**src/rtl/lau_pkg.sv**
```systemverilog
// rtl/lau_pkg.sv - shared types for the chunked arithmetic units
package lau_pkg;

    typedef enum logic {
        FAST,
        SMALL
    } speed_e;

    typedef enum logic [1:0] {
        IDLE,
        RUN,
        DONE
    } seq_state_e;

endpackage

```
**src/rtl/sub_cz_chunk_seq_subcz.sv**
```systemverilog
// rtl/sub_cz_chunk_seq_subcz.sv - one-chunk subtractor {co,s} = a - b - ci
module sub_cz_chunk_seq_subcz
    import lau_pkg::*;
#(
    parameter int unsigned width = 8,
    parameter speed_e      speed = FAST
) (
    input  logic [width-1:0] a,
    input  logic [width-1:0] b,
    input  logic             ci,
    output logic [width-1:0] s,
    output logic             co
);

    generate
        if (speed == FAST) begin : g_fast
            assign {co, s} = {1'b0, a} - {1'b0, b} - {{width{1'b0}}, ci};
        end else begin : g_small
            logic [width-1:0] s_r;
            logic             br;

            // Bit-serial borrow chain: borrow out when a < b + borrow_in at this bit.
            always_comb begin
                s_r = '0;
                br  = ci;
                for (int i = 0; i < int'(width); i++) begin
                    s_r[i] = a[i] ^ b[i] ^ br;
                    br     = (~a[i] & b[i]) | (~(a[i] ^ b[i]) & br);
                end
            end

            assign s  = s_r;
            assign co = br;
        end
    endgenerate

endmodule

```
**src/rtl/sub_cz_chunk_seq.sv**
```systemverilog
// rtl/sub_cz_chunk_seq.sv - multi-cycle wide subtract/compare, one chunk per cycle
module sub_cz_chunk_seq
    import lau_pkg::*;
#(
    parameter int unsigned width  = 8,
    parameter int unsigned chunks = 4,
    parameter speed_e      speed  = FAST
) (
    input  logic                      clk_i,
    input  logic                      rst_ni,
    input  logic                      in_valid_i,
    output logic                      in_ready_o,
    input  logic [width*chunks-1:0]   A_i,
    input  logic [width*chunks-1:0]   B_i,
    input  logic                      CI_i,
    output logic                      out_valid_o,
    input  logic                      out_ready_i,
    output logic [width*chunks-1:0]   S_o,
    output logic                      CO_o,
    output logic                      Z_o,
    output logic                      busy_o
);

    localparam int unsigned W  = width * chunks;
    localparam int unsigned IW = (chunks > 1) ? $clog2(chunks) : 1;

    seq_state_e      state_q, state_d;
    logic [W-1:0]    a_q, b_q, s_q;
    logic            borrow_q, zacc_q, co_q, z_q;
    logic [IW-1:0]   idx_q;
    logic [width-1:0] chunk_s;
    logic            chunk_co;
    logic [W-1:0]    s_shift;
    logic            last_chunk;
    logic            zacc_next;

    // Operands shift right each RUN cycle, so the current chunk is always the low slice.
    sub_cz_chunk_seq_subcz #(
        .width (width),
        .speed (speed)
    ) u_subcz (
        .a  (a_q[width-1:0]),
        .b  (b_q[width-1:0]),
        .ci (borrow_q),
        .s  (chunk_s),
        .co (chunk_co)
    );

    // Result chunks enter at the top; after all chunks chunk 0 sits at the bottom.
    generate
        if (chunks == 1) begin : g_s_one
            assign s_shift = chunk_s;
        end else begin : g_s_many
            assign s_shift = {chunk_s, s_q[W-1:width]};
        end
    endgenerate

    assign last_chunk = (idx_q == IW'(chunks - 1));
    assign zacc_next  = zacc_q & ~|chunk_s;

    always_ff @(posedge clk_i or negedge rst_ni) begin
        if (!rst_ni) begin
            state_q <= IDLE;
        end else begin
            state_q <= state_d;
        end
    end

    always_comb begin
        state_d = state_q;
        case (state_q)
            IDLE:    if (in_valid_i)  state_d = RUN;
            RUN:     if (last_chunk)  state_d = DONE;
            DONE:    if (out_ready_i) state_d = IDLE;
            default:                  state_d = IDLE;
        endcase
    end

    always_comb begin
        in_ready_o  = (state_q == IDLE);
        out_valid_o = (state_q == DONE);
        busy_o      = (state_q != IDLE);
    end

    always_ff @(posedge clk_i or negedge rst_ni) begin
        if (!rst_ni) begin
            a_q      <= '0;
            b_q      <= '0;
            s_q      <= '0;
            borrow_q <= 1'b0;
            zacc_q   <= 1'b0;
            co_q     <= 1'b0;
            z_q      <= 1'b0;
            idx_q    <= '0;
        end else begin
            case (state_q)
                IDLE: begin
                    if (in_valid_i) begin
                        a_q      <= A_i;
                        b_q      <= B_i;
                        borrow_q <= CI_i;
                        zacc_q   <= 1'b1;
                        idx_q    <= '0;
                    end
                end
                RUN: begin
                    s_q      <= s_shift;
                    a_q      <= a_q >> width;
                    b_q      <= b_q >> width;
                    borrow_q <= chunk_co;
                    zacc_q   <= zacc_next;
                    if (last_chunk) begin
                        co_q <= chunk_co;
                        z_q  <= zacc_next;
                    end else begin
                        idx_q <= idx_q + IW'(1);
                    end
                end
                default: ;
            endcase
        end
    end

    assign S_o  = s_q;
    assign CO_o = co_q;
    assign Z_o  = z_q;

endmodule

```
**config.mk**
```make
export PLATFORM = sky130hd
export DESIGN_NAME = sub_cz_chunk_seq
export DESIGN_NICKNAME = d
export VERILOG_FILES = /design/src/rtl/lau_pkg.sv /design/src/rtl/sub_cz_chunk_seq_subcz.sv /design/src/rtl/sub_cz_chunk_seq.sv
export SDC_FILE = /design/constraint.sdc
export NUM_CORES = 1
export LEC_CHECK = 0
export ABC_AREA = 0
export CAP_MARGIN = 20
export CORE_MARGIN = 2
export CORE_UTILIZATION = 57
export CTS_BUF_LIST = sky130_fd_sc_hd__clkbuf_2
export CTS_CLUSTER_SIZE = 10
export DETAILED_ROUTE_END_ITERATION = 6
export PLACE_DENSITY = 0.95
export SLEW_MARGIN = 5
export SYNTH_ARGS = -nofsm -noshare
export SYNTH_HDL_FRONTEND = slang
export SYNTH_HIERARCHICAL = 1
export SYNTH_SLANG_ARGS = --single-unit
```
**constraint.sdc**
```tcl
create_clock -name clk_i -period 7.2 [get_ports clk_i]
set_input_delay 1.8 -clock clk_i [delete_from_list [all_inputs] [get_ports clk_i]]
set_output_delay 1.8 -clock clk_i [all_outputs]
set_load 0.01 [all_outputs]
```
==> out/results.txt <==
Synth Instances: 423
Clock Path Buffers: 2
Vias/cell: 5.32
drt wl/cell: 15.1 um
drt pass-1 iters: 4
Slew headroom: 32.5%
# diodes: 0
slowest cell on the critical path: dfrtp_1
Die Width: 97.4 um
CP Capture Type: output pin
nets: 606
gr usage total: 20.6%
kind of critical path: reg2out
Syn Area/Cell: 11.8 sq um
die span in y: 97.4 um
post-synth cell types: 45
RSZ-0062 raised after global routing: no
die area: 9490 sq um
via count: 3367
initial antenna violation count: 0
first-pass GRT wire length: 15900 um
root buf cell: clkbuf_2
synth warn: 6
Setup crit start kind: flip-flop
final setup fails: 0
fraction of registers with async set/reset: 100%
Data arrival, critical path: 2070 ps
Post-synth EDFFs: 0
vias in the first global route: 3480
HPWL after DPL: 7140 um
Final Hold Vio Count: 0
synthesized area: 4970 sq um
worst ir drop on vdd: 0.185 mV
total CTS buffers: 9
status: complete, no violations
CORE AREA: 8590 sq um
CTS clock-pin slew for the worst setup and hold paths: 270 ps
f_max: 0.258 GHz
crit-path cells: or2_2 -> inv_1 -> clkdlybuf4s50_1
hold buffers post-CTS: 0
TritonCTS Sinks: 104
Clk Latency, worst-skew pair: 560 ps
Final Max Slew Viols: 0
ys flop type: dfrtp_1
Port Buf Inserts: 105
Multi-input gate area: 2050 sq um
Initial Utilization: 57.9%
GPL Wtd Cong: 0.800
slowest stage delay, CP: 590 ps
worst-margin pin slew: 1010 ps
Filler cells: 611
Pwr Density: 507 nW/um^2
Critical Path RT: 5400 ps
H-tree depth: 3
Static Leak: 2.78 nW
setup tns final: 0 ps
Top Ports: 106
register area: 2600 sq um
MaxCap Viol Count: 0
area grow syn2layout: 22.9%
CP delay by family, top: flip-flops
total congestion overflow: 0
DRT iter0 DRCs: 146
drt drc: 0
Final period util: 53.8%
#FFs+latches synth: 104
hold slack: 520 ps
cts repair resizes: 0
Critical Path Fanout Max: 8
share of cells above drive strength 1: 10.5%
Syn Nets: 509
routed wire length: 9580 um
postcts setup bufs: 0
largest net degree at the start of global routing: 116
Buffers & Inverters on Critical Path: 2
class of the worst hold path: reg2reg
CTS tree: built
Rows: 34
sequential share of the synthesized area: 52.3%
final setup skew: 37.6 ps
Detail Route Antenna Nets: 0
Final min period: 3870 ps
most frequent cells in the layout: dfrtp_1 (104), clkdlybuf4s50_1 (104), nand2_1 (54), mux2i_1 (50), o21ai_1 (50)
-- worst paths after layout --
path / cells past startpoint / end / start / slack, ps
setup reg to reg: 10 / zacc_q / b_q[5] / 4520
max in group asynchronous: 3 / b_q[25] / rst_ni / 5100
min in group asynchronous: 1 / S_o[1] / rst_ni / 1080
hold reg to reg: 2 / Z_o / Z_o / 520
setup / recovery: 3 / in_ready_o / state_q[0] / 3330
hold / removal: 2 / Z_o / Z_o / 520
-- worst min-delay path, delay by kind of cell (launching register included) --
| family | cells | cell delay [ps] |
|---|---|---|
| DFF | 1 | 410 |
| and+or+nand+nor | 1 | 50 |
| AOI/OAI and AO/OA | 1 | 60 |
-- per-layer routing --
metal	GRT usage [%]	vias up	share of wire, %
li1	-	1656	-
met1	24.4	1596	41
met2	36.8	99	51
met3	5.04	16	5.8
met4	6.52	0	1.9
met5	0	-	0
-- where the power goes --
part	switching [mW]	internal (mW)
logic	0.896	0.880
registers	0.175	0.864
clock network	0.198	0.0845
-- logic make-up (layout without fill, tap and decap cells) --
logic type | Yosys count | count (layout) | synth area share, %
AOI/OAI and AO/OA | 84 | 84 | 11.0
adders and majority gates | 17 | 17 | 4.58
DFF | 104 | 104 | 52.3
xor gates and xnor gates | 5 | 5 | 0.880
and+or+nand+nor | 78 | 78 | 7.29
muxes | 83 | 83 | 17.5
buffers and inverters | 52 | 154 | 6.41
-- sequential cells by signal (all words and copies together) (netlist names) --
| register | count |
|---|---|
| idx_q | 2 |
| state_q | 2 |
| b_q | 32 |
| borrow_q | 1 |
| a_q | 32 |
| CO_o | 1 |
| zacc_q | 1 |
| S_o | 32 |
| Z_o | 1 |
-- cells in the mapped netlist (all sizes together) (3+ instances only) --
cell type	n	area share [%]
nand2	54	4.1
clkbuf	5	0.38
inv	29	2.2
dfrtp	104	52
mux2i	50	10
ha	15	3.8
mux2	33	7.5
xnor2	3	0.53
a22o	16	2.8
buf	18	3.8
a21oi	3	0.45
nor2	7	0.53
o21ai	53	5.3
-- layout make-up --
class / count / share of cell area (%)
inverters: 29 / 1.78
flip-flops and latches: 104 / 42.6
multi-input cells: 267 / 33.6
clock buffers: 9 / 0.737
clock inverters: 7 / 1.29
well taps: 108 / 2.21
repair buffers: 109 / 17.8
-- metrics by stage --
step / std cells / power, mW / cell area (sq um) / setup WS, ps / utilization (%)
final: 633 / 3.10 / 6110 / 3330 / 71.2
after detailed placement: 616 / 2.84 / 5970 / 3610 / 69.5
after floorplan: 423 / 2.40 / 4970 / 4460 / -
after global routing: 633 / 3.34 / 6110 / 3220 / 71.2
after CTS: 632 / 3.11 / 6090 / 3290 / 70.9
after global placement: 616 / 2.70 / 5970 / 3700 / 69.5
Power figures use the tool's default switching activity.
